## src/rtl/rf_nr1w.sv

```systemverilog
// Register file with NRD registered read ports and one write port.
// After reset, a sweep zeroes every entry before rf_ready rises.
module rf_nr1w #(
    parameter int DW      = 32,
    parameter int AW      = 5,
    parameter int NRD     = 2,
    parameter int ZERO_R0 = 1
) (
    input  logic              clk,
    input  logic              rst_n,
    input  logic [NRD-1:0]    ram_ren,
    input  logic [NRD*AW-1:0] ram_radr,
    output logic [NRD*DW-1:0] ram_rdata,
    input  logic [AW-1:0]     ram_wadr,
    input  logic [DW-1:0]     ram_wdata,
    input  logic              ram_wen,
    output logic              rf_ready
);

    localparam int DEPTH = 2**AW;

    localparam logic [0:0] ST_CLEAR = 1'b0;
    localparam logic [0:0] ST_READY = 1'b1;

    logic [0:0]    state_reg, state_next;
    logic [AW-1:0] clr_cnt_reg, clr_cnt_next;

    logic [DW-1:0] mem [DEPTH];
    logic          mem_we;
    logic [AW-1:0] mem_wadr;
    logic [DW-1:0] mem_wdata;
    logic          user_wen;

    // Entry 0 is hardwired to zero when ZERO_R0 is set, so its writes are dropped.
    assign user_wen = ram_wen && !((ZERO_R0 != 0) && (ram_wadr == '0));

    always_comb begin
        state_next   = state_reg;
        clr_cnt_next = clr_cnt_reg;
        mem_we       = 1'b0;
        mem_wadr     = ram_wadr;
        mem_wdata    = ram_wdata;
        case (state_reg)
            ST_CLEAR: begin
                mem_we       = 1'b1;
                mem_wadr     = clr_cnt_reg;
                mem_wdata    = '0;
                clr_cnt_next = clr_cnt_reg + 1'b1;
                if (clr_cnt_reg == '1) begin
                    state_next = ST_READY;
                end
            end
            default: begin
                mem_we = user_wen;
            end
        endcase
    end

    always_ff @(posedge clk or negedge rst_n) begin
        if (!rst_n) begin
            state_reg   <= ST_CLEAR;
            clr_cnt_reg <= '0;
        end else begin
            state_reg   <= state_next;
            clr_cnt_reg <= clr_cnt_next;
        end
    end

    // Storage has no reset; the sweep is the only thing that zeroes it.
    always_ff @(posedge clk) begin
        if (mem_we) begin
            mem[mem_wadr] <= mem_wdata;
        end
    end

    assign rf_ready = (state_reg == ST_READY);

    for (genvar gi = 0; gi < NRD; gi++) begin : g_rd
        logic [AW-1:0] radr;
        logic [DW-1:0] rd_next;
        logic [DW-1:0] rd_reg;

        assign radr = ram_radr[gi*AW +: AW];

        // Write-first bypass, but the zero register wins over it.
        always_comb begin
            if (state_reg != ST_READY) begin
                rd_next = '0;
            end else if ((ZERO_R0 != 0) && (radr == '0)) begin
                rd_next = '0;
            end else if (ram_wen && (ram_wadr == radr)) begin
                rd_next = ram_wdata;
            end else begin
                rd_next = mem[radr];
            end
        end

        always_ff @(posedge clk or negedge rst_n) begin
            if (!rst_n) begin
                rd_reg <= '0;
            end else if (ram_ren[gi]) begin
                rd_reg <= rd_next;
            end
        end

        assign ram_rdata[gi*DW +: DW] = rd_reg;
    end

endmodule

```

## config.mk

```make
export PLATFORM = sky130hd
export DESIGN_NAME = rf_nr1w
export DESIGN_NICKNAME = d
export VERILOG_FILES = /design/src/rtl/rf_nr1w.sv
export SDC_FILE = /design/constraint.sdc
export NUM_CORES = 1
export LEC_CHECK = 0
export CORE_MARGIN = 4
export CORE_UTILIZATION = 45
export CTS_BUF_LIST = sky130_fd_sc_hd__clkbuf_8 sky130_fd_sc_hd__clkbuf_16
export DETAILED_ROUTE_END_ITERATION = 8
export GPL_TIMING_DRIVEN = 0
export PLACE_DENSITY = 0.62
export SLEW_MARGIN = 0
export SYNTH_ARGS = -nofsm -noshare
export SYNTH_HDL_FRONTEND = slang
export SYNTH_SLANG_ARGS = --single-unit
```

## constraint.sdc

```tcl
create_clock -name clk -period 8.1 [get_ports clk]
set_clock_uncertainty 0.05 [all_clocks]
set_input_delay 1.62 -clock clk [delete_from_list [all_inputs] [get_ports clk]]
set_output_delay 1.62 -clock clk [all_outputs]
set_load 0.01 [all_outputs]
```

==> qor.csv, run 1 <==
metric;value;unit
status;finished clean;
Hold Vio Cnt, Final;0;
Max Cap Viol;0;
CP endpoint;g_rd[0].rd_reg[13];
Worst EP required;8.67;ns
Crit path depth;9;
CP max-delay cell;clkbuf_1;
gp weighted congestion;0.9618;
cts hold-fix bufs;0;
ys async rst share;6.399;%
r2r endpoint;mem[29][21];
Cell Chain, Critical Path;clkdlybuf4s50_1 -> buf_2 -> and2_1 -> buf_2 -> clkbuf_1 -> clkbuf_1 -> a22oi_1 -> a211oi_1 -> a221o_1;
multi-input gate area in the final layout;17380;sq um
worst slew pin tran;1.466;ns
drt pass-1 iters;6;
max FFs per register;1024;
CTS root buffer;clkbuf_16;
Post-synth EDFFs;1024;
Top Ports;117;
DRC;0;
Reg area;32500;sq um
LEAKAGE;18.81;nW
wire per inst;41.42;um
DP HPWL;136100;um
#FFs+latches synth;1094;
Iter 0 DRT Violations;5384;
Mapped Avg Cell Area;18.32;sq um
first-pass GRT wire length;261900;um
final net count;3087;
mux share of post-synthesis cell area;22.52;%
ratio of cells with drive above 1 in the final layout;25.77;%
Critical Path Max Stage Delay;0.91;ns
worst-skew pair later-pin latency;0.72;ns
vias per inst;7.128;
vias after detailed routing;32940;
Syn Std Cell Area;50790;sq um
PortBufs;109;
Post-Synth XOR/XNOR Area;0.2242;%
top_reg_cell synth;edfxtp_1;
post-synthesis adder-cell area fraction;0.04927;%
Worst-path clk slew;0.06;ns
CTS tree;yes;
largest net degree at the start of global routing;49;
Post-Synth Simple-Gate Area;3.828;%
initial core utilization;45.58;%
kind of end point of the critical path;flip-flop;
WL final;191400;um
area grow syn2layout;14.96;%
max frequency;179.5;MHz
crit path kind;in2reg;
Worst R2R Path Depth;6;
CP max FO;10;
CTS Buffer Depth;3;
YS warnings;0;
worst hold slack;0.4584;ns
global-route usage over all layers;32.16;%
initial antenna violation count;6;
# fillers;8900;
Worst EP arrival;6.15;ns
reg-to-reg setup timing slack;4.15;ns
PostCTS Resize Cnt;0;
HP Class;reg2reg;
site row count;122;
die width;344.0;um
RSZ-0062 raised after global routing;no;
Slew headroom;2.271;%
antenna-violating nets left;0;
# setup viols final;0;
Post-DP Area;54810;sq um
final cycle utilization of the critical path;68.79;%
Die H;344.0;um
clk sinks;1094;
VDD IR-drop max;0.1770;mV
Compound-Gate Fraction of Synth Area;7.114;%
fin. max-slew vios;0;
r2r startpoint;rf_ready;
final instance area;58390;sq um
Mapped Cells;2772;
vias in the first global route;32560;
Seq/Total Area, Yosys;63.99;%
CP Launch Point;ram_radr[3];
Synth Net Count;2826;
gr ovfl total;0;
main combinational cell family by area after synthesis;multiplexers;
die area;118300;sq um
CP delay by family, top;buffers and inverters;
crit start category;input pin;
Num CTS Buffers;112;
power density over cell area;217.3;nW/um^2
Period minus WS final;5.572;ns
CTS H-Tree Depth;3;
Buf/Inv on CP;5;
setup TNS;0;ns
Distinct cells, synth;55;
core area;111400;sq um
postcts setup bufs;0;
## cells in the final DEF, fill, tap and decap left out, drive strengths merged, types with 32 or more instances in the layout
master / instances
o21ai: 35
mux2: 37
a21oi: 33
nor2: 72
clkdlybuf4s50: 108
o22ai: 62
and2: 34
a22oi: 32
a221o: 63
nor4: 35
inv: 42
nor3: 32
clkinv: 37
a211oi: 63
edfxtp: 1024
and3b: 32
dfrtp: 70
nor2b: 67
mux2i: 165
nand3: 34
clkbuf: 249
buf: 162
o221ai: 32
o31a: 32
mux4: 416
## cells by family (layout without fill, tap and decap cells)
logic type / after synthesis / in the layout
AO/OA/AOI/OAI: 454 / 454
XOR/XNOR: 13 / 13
adder cells (fa/ha/maj): 2 / 2
buffers and inverters: 246 / 605
flip-flops: 1094 / 1094
multiplexers: 618 / 618
other: 0 / 2
AND/OR/NAND/NOR: 345 / 345
## layer usage
| layer | up-vias | track usage, % | part of all wire (%) |
|---|---|---|---|
| li1 | 12470 | - | - |
| met1 | 17160 | 41.51 | 35 |
| met2 | 2756 | 48.31 | 45 |
| met3 | 545 | 12.30 | 14 |
| met4 | 6 | 15.25 | 5.8 |
| met5 | - | 0 | 0.024 |
## where the power goes
part	total (W)	switching, W	leakage, nW	internal [W]
logic	0.00134	0.000858	6.81	0.000485
clock network	0.00505	0.00223	1.91	0.00282
registers	0.00630	0.0000536	10.1	0.00624
## final cells by class
type / instances / area share, %
diodes: 2 / 0.008571
plain buffers: 244 / 1.976
clock buffers: 128 / 5.177
clock inverters: 84 / 0.9492
inverters: 2 / 0.01286
multi-input cells: 1432 / 29.76
flip-flops and latches: 1094 / 55.66
well taps: 1488 / 3.188
repair buffers: 147 / 3.270
## cells in the mapped netlist, types with 24 or more instances
| cell | number | area, sq um |
|---|---|---|
| a22oi_1 | 32 | 240.2 |
| mux2_2 | 36 | 405.4 |
| mux2i_1 | 165 | 1652 |
| nor2b_1 | 67 | 419.2 |
| nor3_1 | 32 | 160.2 |
| and2_1 | 34 | 212.7 |
| nor2_1 | 72 | 270.3 |
| clkbuf_1 | 121 | 454.2 |
| o22ai_1 | 62 | 387.9 |
| mux4_2 | 416 | 9369 |
| buf_1 | 24 | 90.09 |
| nand3_1 | 34 | 170.2 |
| a21oi_1 | 33 | 165.2 |
| nor4_1 | 35 | 219.0 |
| a22o_1 | 31 | 271.5 |
| o32ai_1 | 31 | 271.5 |
| a211oi_1 | 63 | 473.0 |
| o31a_1 | 32 | 280.3 |
| buf_2 | 74 | 370.4 |
| edfxtp_1 | 1024 | 30750 |
| dfrtp_1 | 70 | 1752 |
| and3b_1 | 32 | 280.3 |
| o21ai_0 | 34 | 170.2 |
| o221ai_1 | 32 | 280.3 |
| a221o_1 | 63 | 630.6 |
## metrics by stage
step	setup WS [ns]	util, %	std cells	total power, W
final	2.528	52.40	4621	0.01269
after global routing	2.627	52.40	4620	0.01297
after CTS	2.874	52.40	4619	0.01266
after detailed placement	2.160	49.19	4407	0.007710
after global placement	0.4621	48.23	4369	0.007680
after floorplan	3.567	-	2772	0.007079
## worst min path at each step
| stage | start | end | slack [ns] | cells past startpoint |
|---|---|---|---|---|
| 3_3_place_gp | g_rd[0].rd_reg[12] | g_rd[0].rd_reg[12] | 0.45 | 1 |
| 3_5_place_dp | g_rd[0].rd_reg[12] | g_rd[0].rd_reg[12] | 0.45 | 1 |
| 2_1_floorplan | clr_cnt_reg[0] | clr_cnt_reg[0] | 0.45 | 1 |
| 5_1_grt | g_rd[0].rd_reg[12] | g_rd[0].rd_reg[12] | 0.48 | 1 |
| 6_report | g_rd[0].rd_reg[12] | g_rd[0].rd_reg[12] | 0.46 | 1 |
| 4_1_cts | g_rd[0].rd_reg[12] | g_rd[0].rd_reg[12] | 0.47 | 1 |
Note: power is estimated with default switching activity, not from simulation.
==> inputs of run 2 (changes only) <==
Clock period 8.1 ns to 5.5 ns, I/O delays scaled along.
==> results of run 2 <==
Same layout as run 1 (identical final DEF). Status: finished clean.
Among the figures that moved: setup slack after placement 2.160 ns -> 0.07966 ns; setup slack after layout 2.528 ns -> 0.4483 ns; hold slack 0.4584 ns -> 0.2707 ns; register-to-register setup slack 4.15 ns -> 1.55 ns; total power 0.01269 W -> 0.01869 W; worst IR drop on VDD 0.1770 mV -> 0.2607 mV
